==> config.mk <==
export PLATFORM = sky130hd
export DESIGN_NAME = serial_rx
export DESIGN_NICKNAME = d
export VERILOG_FILES = /design/src/rtl/serial_pkg.sv /design/src/rtl/sync_2ff.sv /design/src/rtl/serial_rx.sv
export SDC_FILE = /design/constraint.sdc
export NUM_CORES = 1
export LEC_CHECK = 0
export CORE_AREA = 2 2 51 53
export CTS_CLUSTER_SIZE = 10
export DETAILED_ROUTE_END_ITERATION = 8
export DIE_AREA = 0 0 53 55
export PLACE_DENSITY = 0.77
export SKIP_LAST_GASP = 1
export SYNTH_ARGS = -nofsm -noshare
export SYNTH_HDL_FRONTEND = slang
export SYNTH_SLANG_ARGS = --single-unit
==> constraint.sdc <==
create_clock -name clk -period 2.8 [get_ports clk]
set_input_delay 0.28 -clock clk [delete_from_list [all_inputs] [get_ports clk]]
set_output_delay 0.28 -clock clk [all_outputs]
set_load 0.1 [all_outputs]
==> src/rtl/serial_pkg.sv <==
// Shared definitions for the serial line transmitter/receiver pair.
package serial_pkg;

    // Receiver framing states.
    typedef enum logic [2:0] {
        IDLE,
        START,
        DATA,
        STOP,
        BREAK
    } t_rx_state;

    // Line levels of the framing bits; the line idles at STOP_LVL.
    localparam logic START_LVL = 1'b0;
    localparam logic STOP_LVL  = 1'b1;

    // Cycle count from the detected start edge to the middle of the start bit.
    function automatic int half_bit(input int clks_per_bit);
        return clks_per_bit / 2 - 1;
    endfunction

endpackage

==> src/rtl/sync_2ff.sv <==
// Two-flop synchronizer for a single asynchronous input bit.
module sync_2ff #(
    parameter logic RESET_VAL = 1'b1
) (
    input  logic clk,
    input  logic rst,
    input  logic d,
    output logic q
);

    logic [1:0] ff_d;
    logic [1:0] ff_q;

    // Shift the raw input through two stages.
    always_comb begin
        ff_d = {ff_q[0], d};
    end

    // Synchronizer flops; reset to the line's idle level.
    always_ff @(posedge clk or negedge rst) begin
        if (!rst) begin
            ff_q <= {2{RESET_VAL}};
        end else begin
            ff_q <= ff_d;
        end
    end

    assign q = ff_q[1];

endmodule

==> src/rtl/serial_rx.sv <==
// Serial line receiver: idle-high, one start bit, DATA_BITS data bits LSB
// first, one stop bit. Each bit is sampled once at mid-bit.
module serial_rx
    import serial_pkg::*;
#(
    parameter int CLKS_PER_BIT = 16,
    parameter int DATA_BITS    = 8
) (
    input  logic                 clk,
    input  logic                 rst,
    input  logic                 rx,
    output logic [DATA_BITS-1:0] data,
    output logic                 valid,
    output logic                 frame_err,
    output logic                 busy
);

    localparam int CNT_W = $clog2(CLKS_PER_BIT);
    localparam int IDX_W = $clog2(DATA_BITS);
    localparam logic [CNT_W-1:0] HALF     = CNT_W'(half_bit(CLKS_PER_BIT));
    localparam logic [CNT_W-1:0] LAST_CNT = CNT_W'(CLKS_PER_BIT - 1);
    localparam logic [IDX_W-1:0] LAST_IDX = IDX_W'(DATA_BITS - 1);

    logic                 rx_s;
    t_rx_state            state_d, state_q;
    logic [CNT_W-1:0]     cnt_d, cnt_q;
    logic [IDX_W-1:0]     idx_d, idx_q;
    logic [DATA_BITS-1:0] shift_d, shift_q;
    logic [DATA_BITS-1:0] data_d, data_q;
    logic                 valid_d, valid_q;
    logic                 frame_err_d, frame_err_q;
    logic                 half_tc;
    logic                 bit_tc;

    sync_2ff #(
        .RESET_VAL(STOP_LVL)
    ) u_sync (
        .clk(clk),
        .rst(rst),
        .d  (rx),
        .q  (rx_s)
    );

    assign half_tc = (cnt_q == HALF);
    assign bit_tc  = (cnt_q == LAST_CNT);

    // Next-state decision; every branch looks only at the synchronized line.
    always_comb begin
        state_d = state_q;
        case (state_q)
            IDLE: begin
                if (rx_s == START_LVL) begin
                    state_d = START;
                end
            end
            START: begin
                // A start bit that is no longer low at mid-bit was a glitch.
                if (half_tc) begin
                    state_d = (rx_s == START_LVL) ? DATA : IDLE;
                end
            end
            DATA: begin
                if (bit_tc && (idx_q == LAST_IDX)) begin
                    state_d = STOP;
                end
            end
            STOP: begin
                if (bit_tc) begin
                    state_d = (rx_s == STOP_LVL) ? IDLE : BREAK;
                end
            end
            BREAK: begin
                // Wait out a held-low line so it cannot start false frames.
                if (rx_s == STOP_LVL) begin
                    state_d = IDLE;
                end
            end
            default: begin
                state_d = IDLE;
            end
        endcase
    end

    // Counter, shift register and output pulse next values.
    always_comb begin
        cnt_d       = cnt_q;
        idx_d       = idx_q;
        shift_d     = shift_q;
        data_d      = data_q;
        valid_d     = 1'b0;
        frame_err_d = 1'b0;
        case (state_q)
            IDLE: begin
                cnt_d = '0;
                idx_d = '0;
            end
            START: begin
                if (half_tc) begin
                    cnt_d = '0;
                    idx_d = '0;
                end else begin
                    cnt_d = cnt_q + CNT_W'(1);
                end
            end
            DATA: begin
                if (bit_tc) begin
                    cnt_d   = '0;
                    shift_d = {rx_s, shift_q[DATA_BITS-1:1]};
                    // Clear rather than wrap after the final data bit.
                    idx_d   = (idx_q == LAST_IDX) ? '0 : idx_q + IDX_W'(1);
                end else begin
                    cnt_d = cnt_q + CNT_W'(1);
                end
            end
            STOP: begin
                if (bit_tc) begin
                    cnt_d = '0;
                    if (rx_s == STOP_LVL) begin
                        data_d  = shift_q;
                        valid_d = 1'b1;
                    end else begin
                        frame_err_d = 1'b1;
                    end
                end else begin
                    cnt_d = cnt_q + CNT_W'(1);
                end
            end
            BREAK: begin
                cnt_d = '0;
                idx_d = '0;
            end
            default: begin
                cnt_d = '0;
                idx_d = '0;
            end
        endcase
    end

    // State register.
    always_ff @(posedge clk or negedge rst) begin
        if (!rst) begin
            state_q <= IDLE;
        end else begin
            state_q <= state_d;
        end
    end

    // Bit timing counters and the incoming shift register.
    always_ff @(posedge clk or negedge rst) begin
        if (!rst) begin
            cnt_q   <= '0;
            idx_q   <= '0;
            shift_q <= '0;
        end else begin
            cnt_q   <= cnt_d;
            idx_q   <= idx_d;
            shift_q <= shift_d;
        end
    end

    // Registered outputs: held word and single-cycle status pulses.
    always_ff @(posedge clk or negedge rst) begin
        if (!rst) begin
            data_q      <= '0;
            valid_q     <= 1'b0;
            frame_err_q <= 1'b0;
        end else begin
            data_q      <= data_d;
            valid_q     <= valid_d;
            frame_err_q <= frame_err_d;
        end
    end

    assign data      = data_q;
    assign valid     = valid_q;
    assign frame_err = frame_err_q;
    assign busy      = (state_q != IDLE);

endmodule

* Word level (Yosys, flattened, before mapping)
Index checks and enable logic that the tools add are counted.
Operators by class: reduce and logical (&&, ||, !) cells 8, add/subtract/negate cells 2, bitwise operators 1, multiplexer cells 21, eq/ne operators 13
Operators with widths (count):
- $mux 3 | 9
- $pmux 3 s5 | 1
- $ne 2x2->1 const B | 5
- $pmux 3 s3 | 1
- $mux 4 | 2
- $pmux 4 s2 | 1
- $eq 3x2->1 const B | 2
- $eq 3x3->1 const B | 2
- $mux 1 | 6
- $reduce_and 3->1 | 2
- $reduce_and 5->1 | 1
- $add 4x1->4 const B | 1
- $eq 4x3->1 const B | 1
- $eq 4x4->1 const B | 1
- $add 3x1->3 const B | 1
- $eq 3x1->1 const B | 1
- $logic_not 3->1 | 1
- $reduce_bool 3->1 | 1
- $mux 2 | 1
- $ne 2x1->1 const B | 1
- $reduce_and 2->1 | 1
- $reduce_or 2->1 | 1
- $logic_and 1x1->1 | 1
- $not 1->1 | 1
Word-level totals: register bits after elaboration 30, input port bits 3

* Depth between registers and ports, before layout
Gate-level depths: netlist of the first run.
depth in word-level cells 4, mapped depth 5, gate-level depth less buffers 4

* Modules after synthesis
A second synthesis of the first run with hierarchy kept.
Second synthesis, totals: cells, all modules 92, area, all modules 1275.0 sq um
Modules (own cells, without submodules):
- serial_rx | seq. area each 700.7 sq um, cells each 90, times used 1, area an instance 1222.4 sq um
- sync_2ff | seq. area each 52.6 sq um, cells each 2, times used 1, area an instance 52.6 sq um

* Worst setup path after synthesis of the first run
No wires, ideal clock.
path kind reg2reg, start point register cnt_q[0], end point register data_q[0], in the netlist data[0], library setup time 0.128 ns, arrival 1.493 ns, cell stages (with the launch flop) 6, path slack 1.179 ns, cells stage by stage dfrtp_1 > ha_1 > and4_2 > and3_1 > buf_4 > mux2_1
Between the ends: longest elaborated chain between the ends 2
RTL lines:
- start: declaration | line serial_rx.sv:26 | logic [CNT_W-1:0] cnt_d, cnt_q;
- start signal: assignment | line serial_rx.sv:155 | cnt_q <= cnt_d;
- $eq 4x4->1 | line serial_rx.sv:45 | assign bit_tc = (cnt_q == LAST_CNT);
- $reduce_and 3->1 (no source line)
- end signal: assignment | line serial_rx.sv:168 | data_q <= data_d;
- end: declaration | line serial_rx.sv:29 | logic [DATA_BITS-1:0] data_d, data_q;
No other way between the ends. A chain may end at the register's enable or synchronous reset.

* Worst setup path in the final report of the first run
start point register cnt_q[0], end point register data_q[6], in the netlist data[6]
Same word-level chain as after synthesis.

==> flow_results.xml, run 1 <==
<?xml version="1.0" encoding="UTF-8"?>
<metrics>
  <group name="detailed_routing">
    <metric name="detail_route.vias_per_cell" unit="">5.48</metric>
    <metric name="antenna_left" unit="">0</metric>
    <metric name="drt-pass1-iter-count" unit="">4</metric>
    <metric name="vias" unit="">767</metric>
    <metric name="wirelength" unit="microns">2010</metric>
    <metric name="detail_route.drc_violations" unit="">0</metric>
    <metric name="wl_per_cell" unit="microns">14.4</metric>
    <metric name="detail_route.iter0.violations" unit="">3</metric>
  </group>
  <group name="setup_path">
    <metric name="cp_cell_sequence" unit="">ha_1 -&gt; and4_2 -&gt; and3_1 -&gt; mux2_1</metric>
    <metric name="cp.required" unit="ps">3010</metric>
    <metric name="critical_path.endpoint_type" unit="">flop</metric>
    <metric name="worstSetupPathType" unit="">flop to flop</metric>
    <metric name="critPathSlowestCell" unit="">and3_1</metric>
    <metric name="critPathArrivalTime" unit="ps">2030</metric>
    <metric name="slowest_delay" unit="ps">430</metric>
    <metric name="worst_setup_path_start_kind" unit="">flop</metric>
    <metric name="timing.critical_path.fanout_max" unit="">9</metric>
  </group>
  <group name="timing">
    <metric name="slew_viol_final" unit="">0</metric>
    <metric name="finalHoldViolCount" unit="">0</metric>
    <metric name="fmax" unit="GHz">0.549</metric>
    <metric name="timing_worst_slew_pin_value" unit="ps">486</metric>
    <metric name="final.setup_skew" unit="ps">9.16</metric>
    <metric name="timing.hold.ws" unit="ps">326</metric>
    <metric name="final.setup.tns" unit="ps">0</metric>
    <metric name="rsz0062_at_grt" unit="">false</metric>
    <metric name="layout_worst_path_cycle_share" unit="">0.651</metric>
    <metric name="timing.final.setup_violations" unit="">0</metric>
    <metric name="finalCriticalPeriod" unit="ps">1820</metric>
    <metric name="slew_headroom" unit="">0.673</metric>
  </group>
  <group name="yosys">
    <metric name="synthMuxAreaShare" unit="">0.169</metric>
    <metric name="synth_top_area_cell" unit="">dfrtp_1</metric>
    <metric name="netlist_top_cells_count" unit="">dfrtp_1 (28), mux2_1 (8), mux2_4 (7), nor2_1 (7)</metric>
    <metric name="postSynthNetCount" unit="">100</metric>
    <metric name="synth.cell_area" unit="sq mm">0.00128</metric>
    <metric name="seq_area_frac_synth" unit="">0.587</metric>
    <metric name="synth_edf_count" unit="">0</metric>
    <metric name="synth_top_area_frac" unit="">0.546</metric>
    <metric name="synth_compound_gate_area_share" unit="">0.0702</metric>
    <metric name="synth.yosys.warnings" unit="">0</metric>
    <metric name="synth_fa_ha_area_frac" unit="">0.0293</metric>
    <metric name="largest_family_of_logic_cells_by_synthesized_area" unit="">multiplexers</metric>
    <metric name="yosys_register_bits" unit="">30</metric>
    <metric name="post-synth-top-count-cell" unit="">dfrtp_1</metric>
    <metric name="syn_area_per_cell" unit="sq um">13.6</metric>
    <metric name="synth_cell_type_count" unit="">33</metric>
    <metric name="yosys-top-cells-area" unit="">dfrtp_1 (55%), mux2_4 (8.2%), mux2_1 (7.0%), dfstp_2 (4.1%), ha_1 (2.9%)</metric>
    <metric name="synth_xor_xnor_area_share" unit="">0.0137</metric>
    <metric name="synth-main-ff-cell" unit="">dfrtp_1</metric>
    <metric name="synth-simple-area-share" unit="">0.0937</metric>
    <metric name="synthesis.instances" unit="">94</metric>
    <metric name="synth_async_sr_flop_share" unit="">1.00</metric>
  </group>
  <group name="layout">
    <metric name="final_nets" unit="">115</metric>
    <metric name="num-fill-cells" unit="">194</metric>
    <metric name="layoutNonFillerInstCount" unit="">140</metric>
    <metric name="area_growth_syn_to_layout" unit="%">17.1</metric>
    <metric name="drive_gt1_frac" unit="">0.291</metric>
    <metric name="diodes" unit="">0</metric>
  </group>
  <group name="clocking">
    <metric name="worstSkewPairLatency" unit="ps">320</metric>
    <metric name="cts.hold.buffers_added" unit="">0</metric>
    <metric name="level_count_of_the_clock_h_tree" unit="">2</metric>
    <metric name="clk_sinks" unit="">30</metric>
    <metric name="ctsLongestPathBuffers" unit="">2</metric>
    <metric name="ctsResizeCount" unit="">0</metric>
    <metric name="ctsRootBufferMaster" unit="">clkbuf_4</metric>
    <metric name="cts_buffers" unit="">5</metric>
    <metric name="post_cts_buffers" unit="">0</metric>
    <metric name="cts.clk_slew.worst_paths" unit="ps">100</metric>
    <metric name="tritoncts" unit="">done</metric>
  </group>
  <group name="global_routing">
    <metric name="grt_pass1_vias" unit="">810</metric>
    <metric name="grt_use_total" unit="">0.170</metric>
    <metric name="grt_max_degree" unit="">31</metric>
    <metric name="grt_pass1_wl" unit="microns">3440</metric>
    <metric name="grt_overflow_total" unit="">0</metric>
    <metric name="initial_antenna_violation_count" unit="">0</metric>
  </group>
  <group name="place">
    <metric name="numPlacedInstances" unit="">132</metric>
    <metric name="io_buffer_count" unit="">13</metric>
    <metric name="dp.final_hpwl" unit="microns">1450</metric>
    <metric name="gpl.final_weighted_congestion" unit="">0.748</metric>
  </group>
  <group name="power">
    <metric name="leakage" unit="nW">0.770</metric>
    <metric name="ir_drop" unit="V">0.000844</metric>
    <metric name="power.density_cell_area" unit="mW/mm^2">845</metric>
  </group>
  <group name="floorplanning">
    <metric name="die_h" unit="microns">55</metric>
    <metric name="dieWidth" unit="microns">53</metric>
    <metric name="initial_core_util" unit="">0.542</metric>
    <metric name="core.rowCount" unit="">18</metric>
    <metric name="design.die.area" unit="sq mm">0.00292</metric>
    <metric name="ios" unit="">14</metric>
    <metric name="design.core.area" unit="sq mm">0.00236</metric>
  </group>
  <group name="run_status">
    <metric name="result_of_the_run" unit="">finished clean</metric>
  </group>
  <group name="min_path">
    <metric name="hold_path_class" unit="">input port to async pin</metric>
  </group>
  <group name="run">
    <metric name="max_cap_violations" unit="">0</metric>
  </group>
</metrics>
==> registers in the layout, indices dropped and copies added (netlist names) <==
register     count
shift_q          8
valid            1
frame_err        1
u_sync.ff_q      2
idx_q            3
data             8
cnt_q            4
state_q          3
==> metrics by stage <==
step,power [mW],worst slack (ps),instance area [sq um],util
finish,1.27,977,1500,0.635
global route,1.35,837,1500,0.635
CTS,1.28,945,1500,0.635
detailed placement,0.832,947,1390,0.588
global placement,0.814,1010,1390,0.588
floorplan,0.779,1180,1280,-
==> cell families (layout without fill, tap and decap cells) <==
| family | count (synthesis) | in the layout |
|---|---|---|
| flops | 30 | 30 |
| simple gates | 22 | 22 |
| mux | 17 | 17 |
| compound gates | 12 | 12 |
| buf+inv | 8 | 24 |
| fa+ha+maj | 3 | 3 |
| xor+xnor | 2 | 2 |
==> worst max-delay path, delay by kind of cell (launching register included) <==
| kind | cells | cell delay (ps) |
|---|---|---|
| AND/OR/NAND/NOR | 2 | 720 |
| flip-flops | 1 | 370 |
| multiplexers | 1 | 370 |
| adder cells (fa/ha/maj) | 1 | 250 |
==> layout by cell type (no fill, tap or decap), drive strengths merged <==
master and count:
nand4 1, and4 1, and3 2, nand3 2, a22o 3, nor3 2, nand4b 1, xor2 1
dfstp 2, xnor2 1, clkbuf 6, mux2 16, a31oi 1, buf 12, a311oi 1, a22oi 1
o21bai 1, nor2 7, dfrtp 28, ha 3, or3 2, bufinv 2, inv 2, and2 1
nand2 1, nor2b 2, clkdlybuf4s50 2, mux2i 1, o41ai 1, a21oi 2, a211oi 2
==> cell type report <==
cell class | count | area [sq um] | share of cell area
Timing Repair Buffer | 14 | 110 | 0.0733
Tap cell | 30 | 37.5 | 0.0250
Inverter | 2 | 7.51 | 0.00500
Multi-Input combinational cell | 56 | 482 | 0.321
Sequential cell | 30 | 753 | 0.502
Clock buffer | 6 | 51.3 | 0.0342
Clock inverter | 2 | 60.1 | 0.0400
==> layer usage <==
| metal | part of all wire | GRT usage |
|---|---|---|
| met5 | 0 | 0 |
| met4 | 0 | 0.0513 |
| met3 | 0.051 | 0.0806 |
| met2 | 0.49 | 0.290 |
| met1 | 0.46 | 0.191 |
==> where the power goes <==
group / internal [mW] / switching [mW]
registers: 0.488 / 0.0846
logic: 0.105 / 0.145
clock network: 0.303 / 0.143
total: 0.895 / 0.373
==> path summary, 6_finish.rpt <==
check / from / to / slack (ps) / depth (start not counted)
worst min register to register: u_sync.ff_q[0] / u_sync.ff_q[1] / 360 / 0
min in group clk: rx / u_sync.ff_q[0] / 350 / 1
worst max register to register: cnt_q[0] / data[6] / 980 / 4
worst min-delay path: rst / shift_q[1] / 330 / 2
worst max-delay path: cnt_q[0] / data[6] / 980 / 4
max in group asynchronous: rst / u_sync.ff_q[1] / 2170 / 2
(Power assumes the default switching activity.)
==> inputs of run 2 (changes only) <==
CORE_AREA = 2 2 52 54   (was 2 2 51 53)
DIE_AREA = 0 0 54 56   (was 0 0 53 55)
PLACE_DENSITY = 0.75   (was 0.77)
clock period = 1.8 ns   (was 2.8 ns; I/O delays follow)
==> flow_results.xml, run 2 (synthesis results as in run 1) <==
<?xml version="1.0" encoding="UTF-8"?>
<metrics>
  <group name="timing">
    <metric name="final.setup_skew" unit="ps">8.32</metric>
    <metric name="fmax" unit="GHz">0.582</metric>
    <metric name="layout_worst_path_cycle_share" unit="">0.955</metric>
    <metric name="rsz0062_at_grt" unit="">false</metric>
    <metric name="slew_headroom" unit="">0.675</metric>
    <metric name="finalCriticalPeriod" unit="ps">1720</metric>
    <metric name="timing.final.setup_violations" unit="">0</metric>
    <metric name="final.setup.tns" unit="ps">0</metric>
    <metric name="finalHoldViolCount" unit="">0</metric>
    <metric name="timing.hold.ws" unit="ps">222</metric>
    <metric name="slew_viol_final" unit="">0</metric>
    <metric name="timing_worst_slew_pin_value" unit="ps">488</metric>
  </group>
  <group name="detailed_routing">
    <metric name="wl_per_cell" unit="microns">14.9</metric>
    <metric name="antenna_left" unit="">0</metric>
    <metric name="detail_route.iter0.violations" unit="">9</metric>
    <metric name="detail_route.vias_per_cell" unit="">5.45</metric>
    <metric name="vias" unit="">795</metric>
    <metric name="detail_route.drc_violations" unit="">0</metric>
    <metric name="wirelength" unit="microns">2170</metric>
    <metric name="drt-pass1-iter-count" unit="">4</metric>
  </group>
  <group name="layout">
    <metric name="mostFrequentLayoutCell" unit="">dfrtp_1</metric>
    <metric name="final_nets" unit="">121</metric>
    <metric name="finish.utilization" unit="">0.641</metric>
    <metric name="most-common-layout-cells" unit="">dfrtp_1 (28), buf_4 (17), mux2_1 (8), nor2_1 (7), mux2_4 (7)</metric>
    <metric name="num-fill-cells" unit="">187</metric>
    <metric name="diodes" unit="">0</metric>
    <metric name="drive_gt1_frac" unit="">0.336</metric>
    <metric name="multi_input_area" unit="sq um">483</metric>
    <metric name="seq_area" unit="sq um">753</metric>
    <metric name="area_growth_syn_to_layout" unit="%">21.7</metric>
  </group>
  <group name="place">
    <metric name="gpl.final_weighted_congestion" unit="">0.766</metric>
    <metric name="io_buffer_count" unit="">13</metric>
    <metric name="dp.final_hpwl" unit="microns">1580</metric>
  </group>
  <group name="power">
    <metric name="leakage" unit="nW">0.806</metric>
    <metric name="ir_drop" unit="V">0.00132</metric>
    <metric name="power.density_cell_area" unit="mW/mm^2">1320</metric>
    <metric name="totalPowerFinal" unit="mW">2.06</metric>
  </group>
  <group name="setup_path">
    <metric name="critPathSlowestCell" unit="">or3_1</metric>
    <metric name="critical_path.endpoint_type" unit="">flop</metric>
    <metric name="slowest_delay" unit="ps">550</metric>
    <metric name="cp_cell_sequence" unit="">ha_1 -&gt; nand4_1 -&gt; or3_1 -&gt; mux2_4</metric>
    <metric name="worst_setup_path_start_kind" unit="">flop</metric>
    <metric name="cp.required" unit="ps">2010</metric>
    <metric name="worstSetupPathType" unit="">flop to flop</metric>
    <metric name="critPathArrivalTime" unit="ps">1930</metric>
    <metric name="timing.critical_path.fanout_max" unit="">7</metric>
  </group>
  <group name="clocking">
    <metric name="clk_sinks" unit="">30</metric>
    <metric name="tritoncts" unit="">done</metric>
    <metric name="ctsLongestPathBuffers" unit="">2</metric>
    <metric name="ctsRootBufferMaster" unit="">clkbuf_4</metric>
    <metric name="cts_buffers" unit="">5</metric>
    <metric name="post_cts_buffers" unit="">0</metric>
    <metric name="cts.hold.buffers_added" unit="">0</metric>
    <metric name="level_count_of_the_clock_h_tree" unit="">2</metric>
    <metric name="cts.clk_slew.worst_paths" unit="ps">90</metric>
    <metric name="worstSkewPairLatency" unit="ps">330</metric>
  </group>
  <group name="run">
    <metric name="max_cap_violations" unit="">0</metric>
  </group>
  <group name="global_routing">
    <metric name="grt_max_degree" unit="">31</metric>
    <metric name="grt_pass1_wl" unit="microns">3690</metric>
    <metric name="grt_overflow_total" unit="">0</metric>
    <metric name="grt_pass1_vias" unit="">783</metric>
    <metric name="grt_use_total" unit="">0.174</metric>
    <metric name="initial_antenna_violation_count" unit="">0</metric>
  </group>
  <group name="run_status">
    <metric name="result_of_the_run" unit="">finished clean</metric>
  </group>
  <group name="floorplanning">
    <metric name="initial_core_util" unit="">0.527</metric>
    <metric name="die_h" unit="microns">56</metric>
    <metric name="design.core.area" unit="sq mm">0.00243</metric>
    <metric name="core.rowCount" unit="">18</metric>
    <metric name="dieWidth" unit="microns">54</metric>
    <metric name="design.die.area" unit="sq mm">0.00302</metric>
    <metric name="ios" unit="">14</metric>
  </group>
  <group name="min_path">
    <metric name="hold_path_class" unit="">input port to async pin</metric>
  </group>
</metrics>
## run 2: cell types whose count changed in the layout (fill, tap and decap cells not counted), sizes merged
cell and delta:
buf +6
## run 2: metal layers
metal / vias to the layer above / track usage / wire (microns)
li1: 379 / - / -
met1: 396 / 0.225 / 994
met2: 14 / 0.247 / 1030
met3: 6 / 0.0806 / 100
met4: 0 / 0.0750 / 47
met5: - / 0 / 0
## run 2: power by group
| part | total [mW] | internal (mW) | switching, mW |
|---|---|---|---|
| sequential | 0.845 | 0.760 | 0.0848 |
| combinational | 0.520 | 0.230 | 0.290 |
| clock | 0.698 | 0.471 | 0.227 |
| total | 2.06 | 1.46 | 0.602 |
## run 2: worst max-delay path: cells and delay by family (launching register included)
family	cells	cell delay, ps
and+or+nand+nor	2	670
DFF	1	370
muxes	1	370
adders and majority gates	1	190
## run 2: per-stage QoR
step | area, sq um | setup WS (ps) | instances
after floorplan | 1280 | 179 | 94
after global placement | 1450 | 122 | 138
after detailed placement | 1450 | 62.7 | 138
after CTS | 1560 | 48.6 | 146
after global routing | 1560 | 11.6 | 146
final | 1560 | 81.3 | 146
## run 2: what timing repair did
item / in CTS / in global routing
resized for setup: 0 / 1
endpoints found under the hold margin: 0 / 0
endpoints found under the setup margin: 0 / 8
## run 2: layout make-up
class	instances	area share
sequential	30	0.483
multi-input combinational	56	0.310
timing repair buffer	20	0.107
clock inverter	2	0.0385
clock buffer	6	0.0329
tap	30	0.0241
inverter	2	0.00481
## run 2: worst paths after layout
path | slack, ps | to | startpoint | depth (start not counted)
setup / recovery | 80 | shift_q[0] | cnt_q[0] | 4
hold / removal | 220 | idx_q[0] | rst | 2
setup reg to reg | 80 | shift_q[0] | cnt_q[0] | 4
hold reg to reg | 360 | u_sync.ff_q[1] | u_sync.ff_q[0] | 0
max in group asynchronous | 1260 | u_sync.ff_q[0] | rst | 2
min in group clk | 260 | u_sync.ff_q[0] | rx | 1
==> inputs of run 3 (changes only) <==
CTS_CLUSTER_SIZE = unset   (was 10)
==> results of run 3 <==
No change in the layout: final DEF, timing and power equal those of run 2.
